`config.mk`:
```
export PLATFORM = sky130hd
export DESIGN_NAME = video_frame_check
export DESIGN_NICKNAME = d
export VERILOG_FILES = /design/src/rtl/video_frame_check.sv
export SDC_FILE = /design/constraint.sdc
export NUM_CORES = 1
export LEC_CHECK = 0
export ABC_AREA = 1
export BUFFER_PORTS_ARGS = -buffer_cell sky130_fd_sc_hd__buf_2
export CAP_MARGIN = 30
export CORE_ASPECT_RATIO = 0.5
export CORE_MARGIN = 8
export CORE_UTILIZATION = 55
export CTS_BUF_LIST = sky130_fd_sc_hd__clkbuf_16
export DETAILED_ROUTE_END_ITERATION = 10
export PLACE_DENSITY = 0.76
export SETUP_SLACK_MARGIN = 0.3
export SYNTH_ARGS = -nofsm -noshare
export SYNTH_HDL_FRONTEND = slang
export SYNTH_SLANG_ARGS = --single-unit
```
`constraint.sdc`:
```
create_clock -name clk_pix -period 5.4 [get_ports clk_pix]
set_clock_uncertainty 0.2 [all_clocks]
set_input_delay 0.81 -clock clk_pix [delete_from_list [all_inputs] [get_ports clk_pix]]
set_output_delay 0.81 -clock clk_pix [all_outputs]
set_load 0.005 [all_outputs]
```
`src/rtl/video_frame_check.sv`:
```
// video_frame_check: measures active geometry and a CRC-16 of every video
// frame, reports them one cycle after each frame start, and tracks geometry
// lock plus sticky protocol errors.
//
// Ports:
//   clk_pix      pixel clock (only clock)
//   rst_pix      asynchronous active-high reset
//   disp_x       signed horizontal position of the current pixel
//   disp_de      data enable, low during blanking
//   disp_frame   one-cycle frame-start strobe
//   disp_r/g/b   colour channels, BPC bits each
//   err_clr      one-cycle clear of the sticky error flags
//   frame_done   one-cycle pulse when the results below are updated
//   meas_width   active pixels per line of the last reported frame
//   meas_height  active lines of the last reported frame
//   frame_crc    CRC-16/CCITT (0x1021, init 0xFFFF) of that frame's pixels
//   frame_count  number of reported frames since reset (wraps)
//   locked       two consecutive reports had the same nonzero geometry
//   err          sticky flags: [0] line width, [1] x step, [2] lost lock
module video_frame_check #(
    parameter int BPC   = 5,
    parameter int CORDW = 16
) (
    input  logic                    clk_pix,
    input  logic                    rst_pix,
    input  logic signed [CORDW-1:0] disp_x,
    input  logic                    disp_de,
    input  logic                    disp_frame,
    input  logic [BPC-1:0]          disp_r,
    input  logic [BPC-1:0]          disp_g,
    input  logic [BPC-1:0]          disp_b,
    input  logic                    err_clr,
    output logic                    frame_done,
    output logic [CORDW-1:0]        meas_width,
    output logic [CORDW-1:0]        meas_height,
    output logic [15:0]             frame_crc,
    output logic [15:0]             frame_count,
    output logic                    locked,
    output logic [2:0]              err
);

    localparam logic [15:0] CRC_INIT = 16'hFFFF;
    localparam logic [15:0] CRC_POLY = 16'h1021;

    typedef enum logic {S_IDLE, S_ACTIVE} state_t;

    state_t state, state_nxt;

    // Per-frame accumulation state
    logic                    de_q, de_q_nxt;
    logic signed [CORDW-1:0] x_q, x_q_nxt;
    logic [CORDW-1:0]        line_len, line_len_nxt;
    logic [CORDW-1:0]        line_cnt, line_cnt_nxt;
    logic [CORDW-1:0]        ref_width, ref_width_nxt;
    logic                    ref_set, ref_set_nxt;
    logic [15:0]             crc, crc_nxt;
    logic [CORDW-1:0]        prev_w, prev_w_nxt;
    logic [CORDW-1:0]        prev_h, prev_h_nxt;

    // Next values of the registered outputs
    logic                    frame_done_nxt;
    logic [CORDW-1:0]        meas_width_nxt;
    logic [CORDW-1:0]        meas_height_nxt;
    logic [15:0]             frame_crc_nxt;
    logic [15:0]             frame_count_nxt;
    logic                    locked_nxt;
    logic [2:0]              err_nxt;

    logic [2:0]              err_new;
    logic                    line_close;
    logic                    geom_same;
    logic signed [CORDW-1:0] x_inc;
    logic [15:0]             pix_word;

    assign x_inc    = x_q + CORDW'(1);
    assign pix_word = 16'({disp_r, disp_g, disp_b});

    // One 16-bit word into the CRC, MSB first
    function automatic logic [15:0] crc_step(input logic [15:0] crc_in, input logic [15:0] data);
        logic [15:0] c;
        logic        fb;
        c = crc_in;
        for (int i = 15; i >= 0; i--) begin
            fb = c[15] ^ data[i];
            c  = {c[14:0], 1'b0};
            if (fb) c = c ^ CRC_POLY;
        end
        return c;
    endfunction

    function automatic logic [CORDW-1:0] sat_inc(input logic [CORDW-1:0] v);
        return (&v) ? v : v + CORDW'(1);
    endfunction

    // State register
    always_ff @(posedge clk_pix or posedge rst_pix) begin
        if (rst_pix) state <= S_IDLE;
        else         state <= state_nxt;
    end

    // Next state: the first frame strobe arms the checker for good
    always_comb begin
        state_nxt = state;
        case (state)
            S_IDLE:   if (disp_frame) state_nxt = S_ACTIVE;
            S_ACTIVE: state_nxt = S_ACTIVE;
            default:  state_nxt = S_IDLE;
        endcase
    end

    // Datapath and output next values
    always_comb begin
        de_q_nxt        = disp_de & ((state == S_ACTIVE) | disp_frame);
        x_q_nxt         = disp_x;
        line_len_nxt    = line_len;
        line_cnt_nxt    = line_cnt;
        ref_width_nxt   = ref_width;
        ref_set_nxt     = ref_set;
        crc_nxt         = crc;
        prev_w_nxt      = prev_w;
        prev_h_nxt      = prev_h;
        frame_done_nxt  = 1'b0;
        meas_width_nxt  = meas_width;
        meas_height_nxt = meas_height;
        frame_crc_nxt   = frame_crc;
        frame_count_nxt = frame_count;
        locked_nxt      = locked;
        err_new         = 3'b000;
        line_close      = 1'b0;
        geom_same       = 1'b0;

        if (state == S_ACTIVE) begin
            // A run ends on a falling DE or on a frame strobe that takes the pixel
            line_close = de_q & (~disp_de | disp_frame);
            if (line_close) begin
                if (!ref_set) begin
                    ref_width_nxt = line_len;
                    ref_set_nxt   = 1'b1;
                end else if (line_len != ref_width) begin
                    err_new[0] = 1'b1;
                end
            end

            if (de_q && disp_de && !disp_frame && (disp_x != x_inc))
                err_new[1] = 1'b1;

            // Report uses the reference width including a line closed this cycle
            if (disp_frame) begin
                frame_done_nxt  = 1'b1;
                meas_width_nxt  = ref_width_nxt;
                meas_height_nxt = line_cnt;
                frame_crc_nxt   = crc;
                frame_count_nxt = frame_count + 16'd1;
                geom_same       = (ref_width_nxt == prev_w) && (line_cnt == prev_h);
                if (geom_same) begin
                    if ((ref_width_nxt != '0) && (line_cnt != '0)) locked_nxt = 1'b1;
                end else begin
                    locked_nxt = 1'b0;
                    if (locked) err_new[2] = 1'b1;
                end
                prev_w_nxt = ref_width_nxt;
                prev_h_nxt = line_cnt;
            end
        end

        // A pixel coincident with the strobe seeds the new frame
        if (disp_frame) begin
            ref_width_nxt = '0;
            ref_set_nxt   = 1'b0;
            if (disp_de) begin
                line_len_nxt = CORDW'(1);
                line_cnt_nxt = CORDW'(1);
                crc_nxt      = crc_step(CRC_INIT, pix_word);
            end else begin
                line_len_nxt = '0;
                line_cnt_nxt = '0;
                crc_nxt      = CRC_INIT;
            end
        end else if ((state == S_ACTIVE) && disp_de) begin
            if (de_q) begin
                line_len_nxt = sat_inc(line_len);
            end else begin
                line_len_nxt = CORDW'(1);
                line_cnt_nxt = sat_inc(line_cnt);
            end
            crc_nxt = crc_step(crc, pix_word);
        end

        // A new error wins over a simultaneous clear
        err_nxt = (err & ~{3{err_clr}}) | err_new;
    end

    // Datapath and output registers
    always_ff @(posedge clk_pix or posedge rst_pix) begin
        if (rst_pix) begin
            de_q        <= 1'b0;
            x_q         <= '0;
            line_len    <= '0;
            line_cnt    <= '0;
            ref_width   <= '0;
            ref_set     <= 1'b0;
            crc         <= CRC_INIT;
            prev_w      <= '0;
            prev_h      <= '0;
            frame_done  <= 1'b0;
            meas_width  <= '0;
            meas_height <= '0;
            frame_crc   <= CRC_INIT;
            frame_count <= '0;
            locked      <= 1'b0;
            err         <= 3'b000;
        end else begin
            de_q        <= de_q_nxt;
            x_q         <= x_q_nxt;
            line_len    <= line_len_nxt;
            line_cnt    <= line_cnt_nxt;
            ref_width   <= ref_width_nxt;
            ref_set     <= ref_set_nxt;
            crc         <= crc_nxt;
            prev_w      <= prev_w_nxt;
            prev_h      <= prev_h_nxt;
            frame_done  <= frame_done_nxt;
            meas_width  <= meas_width_nxt;
            meas_height <= meas_height_nxt;
            frame_crc   <= frame_crc_nxt;
            frame_count <= frame_count_nxt;
            locked      <= locked_nxt;
            err         <= err_nxt;
        end
    end

endmodule

```
==> results of run 1 <==
## layout by cell type, fill, tap and decap left out, types with 3 or more instances in the layout
| master | instances |
|---|---|
| sky130_fd_sc_hd__dfstp_2 | 32 |
| sky130_fd_sc_hd__clkinv_2 | 3 |
| sky130_fd_sc_hd__clkinvlp_4 | 4 |
| sky130_fd_sc_hd__inv_2 | 5 |
| sky130_fd_sc_hd__nor3b_1 | 3 |
| sky130_fd_sc_hd__nor4_1 | 7 |
| sky130_fd_sc_hd__xnor2_1 | 56 |
| sky130_fd_sc_hd__o211ai_1 | 4 |
| sky130_fd_sc_hd__or2_1 | 3 |
| sky130_fd_sc_hd__o21ai_1 | 3 |
| sky130_fd_sc_hd__nand3b_1 | 4 |
| sky130_fd_sc_hd__nand4_1 | 28 |
| sky130_fd_sc_hd__clkbuf_16 | 18 |
| sky130_fd_sc_hd__o22ai_1 | 9 |
| sky130_fd_sc_hd__nor2_2 | 4 |
| sky130_fd_sc_hd__nor3_2 | 4 |
| sky130_fd_sc_hd__buf_4 | 3 |
| sky130_fd_sc_hd__o21a_1 | 4 |
| sky130_fd_sc_hd__nor2_1 | 74 |
| sky130_fd_sc_hd__nor3_1 | 21 |
| sky130_fd_sc_hd__a21oi_1 | 25 |
| sky130_fd_sc_hd__nand3_1 | 102 |
| sky130_fd_sc_hd__dfrtp_1 | 120 |
| sky130_fd_sc_hd__ha_1 | 5 |
| sky130_fd_sc_hd__xor2_1 | 46 |
| sky130_fd_sc_hd__buf_2 | 104 |
| sky130_fd_sc_hd__nand2_1 | 367 |
| sky130_fd_sc_hd__o21ai_0 | 79 |
| sky130_fd_sc_hd__inv_1 | 135 |
| sky130_fd_sc_hd__nand2_2 | 7 |
## cells by family after synthesis
| logic type | after synthesis | synth area share (%) |
|---|---|---|
| compound gates | 136 | 8.21 |
| flops | 152 | 42.3 |
| simple gates | 631 | 30.2 |
| xor+xnor | 107 | 10.9 |
| buf+inv | 173 | 7.69 |
| fa+ha+maj | 5 | 0.689 |
## critical path, cell delays in order
cell and delay [ns]:
sky130_fd_sc_hd__buf_2 0.35, sky130_fd_sc_hd__inv_4 0.29, sky130_fd_sc_hd__nand2_1 0.60, sky130_fd_sc_hd__inv_2 0.32
sky130_fd_sc_hd__nor2_8 0.24, sky130_fd_sc_hd__nand2_2 0.21, sky130_fd_sc_hd__nor3_1 0.25, sky130_fd_sc_hd__nand2_1 0.10
sky130_fd_sc_hd__o21ai_0 0.15, sky130_fd_sc_hd__a21oi_1 0.06
## flip-flops by register name (all words and copies together), names as in the netlist
register / count
frame_count: 16
err: 3
x_q: 16
line_len: 16
de_q: 1
frame_crc: 16
frame_done: 1
locked: 1
prev_w: 16
meas_height: 16
state: 1
crc: 16
line_cnt: 16
ref_width: 16
ref_set: 1
## power by group through the flow
| stage | clock network (uW) | logic [uW] | registers [uW] |
|---|---|---|---|
| 2_1_floorplan | 0 | 1000 | 1540 |
| 3_3_place_gp | 0 | 1350 | 1560 |
| 3_5_place_dp | 0 | 1380 | 1570 |
| 4_1_cts | 1120 | 1390 | 1550 |
| 5_1_grt | 1170 | 1590 | 1580 |
| 6_report | 1100 | 1400 | 1550 |
## worst max-delay path by stage
stage | from | to | slack [ns] | cells after the start
global placement | disp_frame | line_cnt[12] | 1.76 | 10
global route | disp_frame | line_cnt[12] | 1.72 | 10
floorplan | rst_pix | de_q | 0.35 | 1
CTS | disp_frame | line_cnt[12] | 2.16 | 10
finish | disp_frame | line_cnt[12] | 2.11 | 10
detailed placement | disp_frame | line_cnt[12] | 1.69 | 10
## per-layer routing
| metal | global-route usage [%] | up-vias |
|---|---|---|
| li1 | - | 4063 |
| met1 | 32.1 | 3829 |
| met2 | 35.7 | 275 |
| met3 | 4.31 | 51 |
| met4 | 7.21 | 0 |
| met5 | 0 | - |
## final cells by class
type                    count  area (sq um)
well taps                 227           284
flip-flops and latches    152          3840
fillers                  1436          5990
repair buffers            107           543
multi-input cells         879          4540
clock buffers              18           450
clock inverters            14          86.3
inverters                 140           533
## stage by stage
stage | area (sq um) | hold slack, ns | cells
final | 10300 | 0.127 | 1537
after global routing | 10300 | 0.135 | 1537
after CTS | 10300 | 0.121 | 1537
after detailed placement | 9750 | 0.261 | 1505
after global placement | 9750 | 0.254 | 1505
after floorplan | 9080 | 0.257 | 1204
==> impl_metrics.yaml, run 1 <==
finish:
  final_net_count: 1338
  share_of_cells_above_drive_strength_1_pct: 15.1
  post_layout_utilization_of_the_core_pct: 63.2
  antenna_cells: 0
  area_delta_synth_final_pct: 13.2
clocking:
  worstSkewPairLatency_ns: 0.42
  cts_tree: "done"
  tritoncts.num_buffers: 17
  cts-root-to-sink-buffers: 2
  ctsHtreeMaxLevel: 4
  number_of_buffers_inserted_for_hold_repair_after_clock_tree_synthesis: 0
  path_clk_slew_ns: 0.07
  tritoncts_num_sinks: 152
  cts-root-buf: "sky130_fd_sc_hd__clkbuf_16"
  cts_resized: 0
  cts.repair_timing.setup_buffer_count: 0
drt:
  wire_length_on_met2_um: 10500
  wl_met3_um: 1490
  remaining_drc_errors: 0
  drt-met1-wl_um: 11200
  route.detailed.wl_per_inst_um: 15.4
  detailedRoute.firstPassIterationCount: 6
  antenna_violating_nets_post_route: 0
  drt_wl_total_um: 23700
  maxUsedRoutingLayer: "met4"
  route.detailed.vias_per_inst: 5.35
  drt_first_iter_violations: 787
  routed-via-count: 8218
yosys:
  post_synth_edffs: 0
  seq_area_frac_synth_pct: 42.3
  synth_area_sq_um: 9080
  ys_warn_count: 0
  synth_top_area_cell: "sky130_fd_sc_hd__dfrtp_1"
  yosys.area.top_type_share_pct: 33.1
  count_of_mapped_cells_out_of_synthesis: 1204
  ys_top_cells_by_area: "sky130_fd_sc_hd__dfrtp_1 33%, sky130_fd_sc_hd__nand2_1 15%, sky130_fd_sc_hd__dfstp_2 9.3%, sky130_fd_sc_hd__nand3_1 5.6%, sky130_fd_sc_hd__inv_1 5.5%"
  synth_top_cells_by_count: "367 x sky130_fd_sc_hd__nand2_1, 133 x sky130_fd_sc_hd__inv_1, 120 x sky130_fd_sc_hd__dfrtp_1, 102 x sky130_fd_sc_hd__nand3_1, 79 x sky130_fd_sc_hd__o21ai_0"
  syn-mean-instance-area_sq_um: 7.54
  synth-seq-cells: 152
  synthesis.nets: 1245
  ys_dominant_reg_cell: "sky130_fd_sc_hd__dfrtp_1"
  async_flop_share_pct: 100
  synth_cell_types: 49
  dominant_cell_by_count_in_the_synthesized_netlist: "sky130_fd_sc_hd__nand2_1"
place:
  count_of_buffers_inserted_at_the_top_level_ports: 104
  detailed_place_hpwl_um: 17700
  place_ws_ns: 1.69
  globalplace.congestion: 0.941
timing:
  slew_headroom_pct: 44.0
  hold_viol: 0
  final_min_period_over_clock_period_pct: 60.9
  final.setup.tns_ns: 0
  grt_setup_unrepaired: "false"
  finalSetupViolations: 0
  fmax_ghz: 0.304
  finalMaxSlewViolations: 0
  finalCriticalPeriod_ns: 3.29
  final.setup.worst_slack_ns: 2.11
  timing_worst_slew_pin_value_ns: 0.839
power_and_ir_drop:
  power-per-cell-area_nw_per_um2: 394
  combPwrFrac_pct: 34.5
  total_power_uw: 4050
  leakagePower_uw: 0.00514
  switching_share_pct: 38.1
  pwr-share-seq_pct: 38.3
  internal_power_uw: 2510
  p_clk_share_pct: 27.2
  vdd_drop_max_uv: 298
  power.net_switching_uw: 1550
global_route:
  globalRouteTotalUtil_pct: 22.9
  number_of_global_route_vias_before_repair: 7842
  grt_overflow: 0
  maximum_number_of_pins_on_one_net_before_global_route_repair: 73
  grt_pass1_wl_um: 39500
  initial_antenna_violation_count: 0
setup_path:
  timing.reg2reg.worst_path_depth: 9
  worst_setup_path_end_kind: "flip-flop"
  path_class: "input port to flip-flop"
  worst-endpoint-arrival_ns: 3.39
  cp.required_ns: 5.50
  worstSetupStartpointType: "input port"
  rrSetupSlack_ns: 2.62
  timing.critical_path.fanout_max: 41
  worst_r2r_endpoint: "line_cnt[12]"
  worst_r2r_startpoint: "state"
die:
  num_rows: 33
  fp.dieW_um: 198
  core_box_area_sq_um: 16300
  fp.dieArea_sq_um: 21100
  initial_core_util_pct: 55.8
  boundaryPins: 105
  dieHeight_um: 107
run_status:
  outcome: "completed"
min_path:
  holdCritPathClass: "input port to asynchronous set/reset pin"
job:
  max_cap_violations: 0
Note: power is estimated with default switching activity, not from simulation.
==> inputs of run 2 (changes only) <==
--- a/config.mk
+++ b/config.mk
@@ -5,15 +5,15 @@
 export SDC_FILE = /design/constraint.sdc
 export NUM_CORES = 1
 export LEC_CHECK = 0
-export ABC_AREA = 1
+export ABC_AREA = 0
 export BUFFER_PORTS_ARGS = -buffer_cell sky130_fd_sc_hd__buf_2
 export CAP_MARGIN = 30
 export CORE_ASPECT_RATIO = 0.5
 export CORE_MARGIN = 8
-export CORE_UTILIZATION = 55
+export CORE_UTILIZATION = 53
 export CTS_BUF_LIST = sky130_fd_sc_hd__clkbuf_16
 export DETAILED_ROUTE_END_ITERATION = 10
-export PLACE_DENSITY = 0.76
+export PLACE_DENSITY = 0.77
 export SETUP_SLACK_MARGIN = 0.3
 export SYNTH_ARGS = -nofsm -noshare
 export SYNTH_HDL_FRONTEND = slang
==> constraint.sdc (replaced) <==
create_clock -name clk_pix -period 2.8 [get_ports clk_pix]
set_clock_uncertainty 0.2 [all_clocks]
set_input_delay 0.42 -clock clk_pix [delete_from_list [all_inputs] [get_ports clk_pix]]
set_output_delay 0.42 -clock clk_pix [all_outputs]
set_load 0.005 [all_outputs]
==> run 2 against run 1 <==
Cell count is 19% lower. Clock-buffer cell count is 1 lower. Global-route usage is 1.0 points lower. Sequential power is 87% higher. Largest cell class unchanged. Highest routed layer is now met5.
==> impl_metrics.yaml, run 2 <==
finish:
  finalNonFillerCells: 1238
  final.fill_count: 1244
  area_delta_synth_final_pct: 21.8
  final_net_count: 1062
  final_common_cell: "sky130_fd_sc_hd__nand2_1"
  antenna_cells: 0
  most_frequent_cells_in_the_layout: "153 x sky130_fd_sc_hd__nand2_1, 133 x sky130_fd_sc_hd__xnor2_1, 119 x sky130_fd_sc_hd__dfrtp_1, 104 x sky130_fd_sc_hd__buf_2, 85 x sky130_fd_sc_hd__nor2_1"
  finalInstanceArea_sq_um: 10100
  share_of_cells_above_drive_strength_1_pct: 22.3
yosys:
  ys_dominant_reg_cell: "sky130_fd_sc_hd__dfrtp_1"
  synthesis.nets: 928
  synth_top_area_cell: "sky130_fd_sc_hd__dfrtp_1"
  async_flop_share_pct: 100
  synth_cell_types: 56
  seq_area_frac_synth_pct: 46.2
  dominant_cell_by_count_in_the_synthesized_netlist: "sky130_fd_sc_hd__nand2_1"
  synth_top_cells_by_count: "155 x sky130_fd_sc_hd__nand2_1, 134 x sky130_fd_sc_hd__xnor2_1, 120 x sky130_fd_sc_hd__dfrtp_1, 86 x sky130_fd_sc_hd__nor2_1, 39 x sky130_fd_sc_hd__clkbuf_1"
  syn-mean-instance-area_sq_um: 9.39
  synth_area_sq_um: 8330
  ys_top_cells_by_area: "sky130_fd_sc_hd__dfrtp_1 36%, sky130_fd_sc_hd__xnor2_1 14%, sky130_fd_sc_hd__dfstp_2 10%, sky130_fd_sc_hd__nand2_1 7.0%, sky130_fd_sc_hd__nor2_1 3.9%"
  count_of_mapped_cells_out_of_synthesis: 887
  post_synth_edffs: 0
  ys_warn_count: 0
  yosys.area.top_type_share_pct: 36.1
  synth-seq-cells: 152
clocking:
  cts_tree: "done"
  ctsHtreeMaxLevel: 4
  tritoncts.num_buffers: 17
  worstSkewPairLatency_ns: 0.42
  path_clk_slew_ns: 0.06
  cts-root-buf: "sky130_fd_sc_hd__clkbuf_16"
  cts-root-to-sink-buffers: 2
  tritoncts_num_sinks: 152
die:
  boundaryPins: 105
  initial_core_util_pct: 54.2
  num_rows: 32
  core_box_area_sq_um: 15400
  dieHeight_um: 105
  fp.dieW_um: 193
  fp.dieArea_sq_um: 20200
drt:
  detailedRoute.firstPassIterationCount: 5
  routed-via-count: 6968
  drt_first_iter_violations: 613
  antenna_violating_nets_post_route: 0
  remaining_drc_errors: 0
  route.detailed.vias_per_inst: 5.63
  route.detailed.wl_per_inst_um: 17.8
  drt_wl_total_um: 22000
setup_path:
  worstSetupStartpointType: "input port"
  cp.required_ns: 2.90
  path_class: "input port to flip-flop"
  worst_setup_path_end_kind: "flip-flop"
  worst-endpoint-arrival_ns: 2.58
  timing.critical_path.fanout_max: 21
place:
  detailed_place_hpwl_um: 15900
  globalplace.congestion: 0.947
  placed_cell_area_sq_um: 9220
  placed_cells_incl_taps: 1186
  count_of_buffers_inserted_at_the_top_level_ports: 104
  place_ws_ns: -0.125
timing:
  fin_worst_hold_slack_ns: 0.206
  grt_setup_unrepaired: "true"
  fmax_ghz: 0.403
  finalMaxSlewViolations: 0
  hold_viol: 0
  final_min_period_over_clock_period_pct: 88.5
  timing_worst_slew_pin_value_ns: 0.664
  final.setup.worst_slack_ns: 0.321
  final.setup.tns_ns: 0
  finalSetupViolations: 0
  slew_headroom_pct: 55.8
  finalCriticalPeriod_ns: 2.48
global_route:
  use_met1_pct: 30.5
  globalRouteTotalUtil_pct: 21.9
  initial_antenna_violation_count: 1
  groute.layer.met3.usage_pct: 5.73
  grt_pass1_wl_um: 36400
  top_usage_layer: "met2"
  maximum_number_of_pins_on_one_net_before_global_route_repair: 81
  number_of_global_route_vias_before_repair: 7065
  use_met2_pct: 33.6
  grt_overflow: 0
min_path:
  holdCritPathClass: "input port to flip-flop"
power_and_ir_drop:
  power-per-cell-area_nw_per_um2: 831
  vdd_drop_max_uv: 561
  leakagePower_uw: 0.00455
run_status:
  outcome: "completed"
job:
  max_cap_violations: 0
==> run 2: cell count changes in the layout (fill, tap and decap cells not counted), sizes merged, moves of 17 or more <==
cell,before,now
inv,143,20
nand3,103,23
o21ai,84,33
xnor2,58,138
mux2i,0,21
dlygate4sd3,0,17
nand2,375,155
buf,107,141
==> run 2: what timing repair did <==
action                     CTS  global route
hold endpoints to repair    30             0
setup buffers                3             0
setup endpoints to repair    2            13
pin swaps                    5             6
hold buffers                17             0
resized for setup            2            15
==> run 2: worst max-delay path: stages <==
cell                       delay, ns
sky130_fd_sc_hd__buf_2          0.13
sky130_fd_sc_hd__buf_4          0.18
sky130_fd_sc_hd__buf_4          0.21
sky130_fd_sc_hd__nand2b_1       0.24
sky130_fd_sc_hd__nand2_1        0.18
sky130_fd_sc_hd__buf_4          0.15
sky130_fd_sc_hd__a21oi_1        0.08
sky130_fd_sc_hd__a22o_1         0.26
sky130_fd_sc_hd__nor4_2         0.25
sky130_fd_sc_hd__nand4_1        0.18
sky130_fd_sc_hd__a32o_2         0.30
==> run 2: layer usage <==
layer,vias up,wire [um]
met1,3403,10400
met4,2,284
met3,35,1530
li1,3256,-
met5,-,13
met2,272,9850
==> run 2: worst paths after layout <==
check / slack, ns / cells after the start / end / startpoint
setup / recovery: 0.32 / 11 / err[2] / disp_frame
hold / removal: 0.21 / 3 / crc[1] / disp_de
setup reg to reg: 0.34 / 8 / err[2] / de_q
hold reg to reg: 0.26 / 2 / frame_crc[6] / frame_crc[6]
max in group asynchronous: 1.25 / 4 / crc[7] / rst_pix
min in group asynchronous: 0.37 / 3 / meas_height[9] / rst_pix
==> run 2: power breakdown <==
group / switching [uW] / total (uW) / internal [uW] / leakage (uW)
registers: 287 / 2900 / 2620 / 0.00193
logic: 1440 / 2940 / 1500 / 0.00230
clock network: 925 / 2590 / 1660 / 0.000321
==> run 2: cells by family (layout without fill, tap and decap cells) <==
family / count (synthesis) / in the layout / share of synthesized area (%)
buffers and inverters: 62 / 209 / 2.84
AOI/OAI and AO/OA: 101 / 101 / 7.17
adders and majority gates: 5 / 5 / 0.751
xor gates and xnor gates: 181 / 181 / 20.5
and+or+nand+nor: 363 / 363 / 19.8
muxes: 23 / 23 / 2.79
DFF: 152 / 152 / 46.2
==> run 2: layout make-up <==
| type | count | area, sq um | area share [%] |
|---|---|---|---|
| multi-input combinational | 673 | 4310 | 42.5 |
| tap | 204 | 255 | 2.52 |
| clock buffer | 17 | 425 | 4.19 |
| sequential | 152 | 3840 | 37.9 |
| inverter | 19 | 75.1 | 0.740 |
| clock inverter | 15 | 235 | 2.32 |
| timing repair buffer | 158 | 1000 | 9.87 |
==> run 2: metrics by stage <==
stage / power, uW / util [%]
detailed placement: 5740 / 60.0
CTS: 8410 / 65.6
floorplan: 5070 / -
global route: 8900 / 66.0
finish: 8430 / 66.0
global placement: 5670 / 60.0
==> inputs of run 3 (changes only) <==
--- a/config.mk
+++ b/config.mk
@@ -8,7 +8,6 @@
 export ABC_AREA = 0
 export BUFFER_PORTS_ARGS = -buffer_cell sky130_fd_sc_hd__buf_2
 export CAP_MARGIN = 30
-export CORE_ASPECT_RATIO = 0.5
 export CORE_MARGIN = 8
 export CORE_UTILIZATION = 53
 export CTS_BUF_LIST = sky130_fd_sc_hd__clkbuf_16
==> run 3 against run 2 <==
Clock power decreased by 11%. Largest cell class unchanged. Largest power group is now sequential cells. Via count shrank 1.6%. Final area shrank 0.60%. Fmax increased by 1.1%. Combinational power fell by 4%. First-iteration DRC count decreased by 22%. Non-clock buffer count fell by 1. Flip-flop and latch count did not move. Power shrank 4.6%. Sequential share of layout area is 0.22 points higher.
==> impl_metrics.yaml, run 3 (same netlist as run 2, synthesis figures left out) <==
clocking:
  tritoncts_num_sinks: 152
  cts-root-to-sink-buffers: 2
  cts.repair_timing.setup_buffer_count: 0
  worstSkewPairLatency_ns: 0.43
  ctsHtreeMaxLevel: 4
  path_clk_slew_ns: 0.06
  cts_tree: "done"
  cts-root-buf: "sky130_fd_sc_hd__clkbuf_16"
  tritoncts.num_buffers: 17
place:
  globalplace.congestion: 0.919
  placed_cell_area_sq_um: 9270
  detailed_place_hpwl_um: 14900
  count_of_buffers_inserted_at_the_top_level_ports: 104
  placed_cells_incl_taps: 1200
finish:
  final.fill_count: 1262
  finalInstanceArea_sq_um: 10100
  antenna_cells: 0
  final_common_cell: "sky130_fd_sc_hd__nand2_1"
  area_delta_synth_final_pct: 21.1
  share_of_cells_above_drive_strength_1_pct: 22.2
  finalNonFillerCells: 1249
  final_net_count: 1061
  most_frequent_cells_in_the_layout: "154 x sky130_fd_sc_hd__nand2_1, 133 x sky130_fd_sc_hd__xnor2_1, 120 x sky130_fd_sc_hd__dfrtp_1, 104 x sky130_fd_sc_hd__buf_2, 85 x sky130_fd_sc_hd__nor2_1"
power_and_ir_drop:
  leakagePower_uw: 0.00451
  power-per-cell-area_nw_per_um2: 798
  vdd_drop_max_uv: 801
drt:
  routed-via-count: 6855
  antenna_violating_nets_post_route: 0
  route.detailed.vias_per_inst: 5.49
  remaining_drc_errors: 0
  drt_wl_total_um: 21100
  detailedRoute.firstPassIterationCount: 6
  drt_first_iter_violations: 477
  route.detailed.wl_per_inst_um: 16.9
timing:
  finalMaxSlewViolations: 0
  fin_worst_hold_slack_ns: 0.162
  finalCriticalPeriod_ns: 2.45
  fmax_ghz: 0.408
  final.setup.tns_ns: 0
  slew_headroom_pct: 57.4
  timing_worst_slew_pin_value_ns: 0.639
  grt_setup_unrepaired: "true"
  final_min_period_over_clock_period_pct: 87.6
  finalSetupViolations: 0
  hold_viol: 0
global_route:
  number_of_global_route_vias_before_repair: 6731
  grt_pass1_wl_um: 34700
  maximum_number_of_pins_on_one_net_before_global_route_repair: 79
  globalRouteTotalUtil_pct: 21.7
  grt_overflow: 0
  initial_antenna_violation_count: 0
setup_path:
  worst-endpoint-arrival_ns: 2.57
  worstSetupStartpointType: "flip-flop"
  cp.required_ns: 2.92
  worst_setup_path_end_kind: "flip-flop"
  timing.critical_path.fanout_max: 6
  path_class: "flip-flop to flip-flop"
die:
  num_rows: 46
  fp.dieArea_sq_um: 20000
  fp.dieW_um: 141
  core_box_area_sq_um: 15600
  dieHeight_um: 141
  initial_core_util_pct: 53.4
  boundaryPins: 105
run_status:
  outcome: "completed"
min_path:
  holdCritPathClass: "input port to flip-flop"
job:
  max_cap_violations: 0
-- run 3: path summary, 6_finish.rpt --
check	cells after the start	endpoint	from	slack [ns]
setup / recovery	7	err[2]	de_q	0.35
hold / removal	3	crc[2]	disp_de	0.16
setup reg to reg	7	err[2]	de_q	0.35
hold reg to reg	2	frame_crc[11]	frame_crc[11]	0.25
max in group asynchronous	4	frame_crc[12]	rst_pix	1.55
min in group asynchronous	4	prev_w[2]	rst_pix	0.48
-- run 3: cell type report --
type                            count  area (sq um)  share of cell area (%)
Multi-Input combinational cell    673          4300                    42.7
Sequential cell                   152          3840                    38.1
Timing Repair Buffer              157          1000                    9.94
Clock buffer                       17           425                    4.22
Tap cell                          216           270                    2.68
Clock inverter                     15           163                    1.61
Inverter                           19          75.1                   0.745
-- run 3: stage by stage --
step | worst slack [ns] | util, % | total power [uW]
2_1_floorplan | 0.289 | - | 5070
3_3_place_gp | 0.103 | 59.4 | 5640
3_5_place_dp | 0.0762 | 59.4 | 5700
4_1_cts | 0.317 | 64.3 | 8040
5_1_grt | 0.253 | 64.6 | 8490
6_report | 0.348 | 64.6 | 8040
-- run 3: critical path, stage by stage (launching register included) --
cell	delay (ns)
sky130_fd_sc_hd__dfrtp_1	0.47
sky130_fd_sc_hd__nand2b_4	0.14
sky130_fd_sc_hd__nor2_4	0.05
sky130_fd_sc_hd__or4_1	0.52
sky130_fd_sc_hd__a32o_1	0.23
sky130_fd_sc_hd__nor4_1	0.29
sky130_fd_sc_hd__nand4_1	0.17
sky130_fd_sc_hd__a32o_1	0.28
-- run 3: layer usage --
layer	GRT usage [%]	wire (um)	part of all wire, %
met1	28.8	9350	44
met2	34.3	9850	47
met3	5.38	1530	7.2
met4	7.41	341	1.6
met5	0	0	0
-- run 3: what timing repair did --
action                                  in CTS  in global routing
pin swaps                                    0                  2
hold buffers                                17                  0
resized for setup                            2                 11
endpoints found under the hold margin      136                  0
endpoints found under the setup margin       1                 10
-- run 3: report_power, final --
group          total (uW)  internal, uW  leakage [uW]  switching [uW]
registers            2910          2620       0.00193             293
clock network        2300          1390      0.000287             919
logic                2830          1450       0.00229            1380
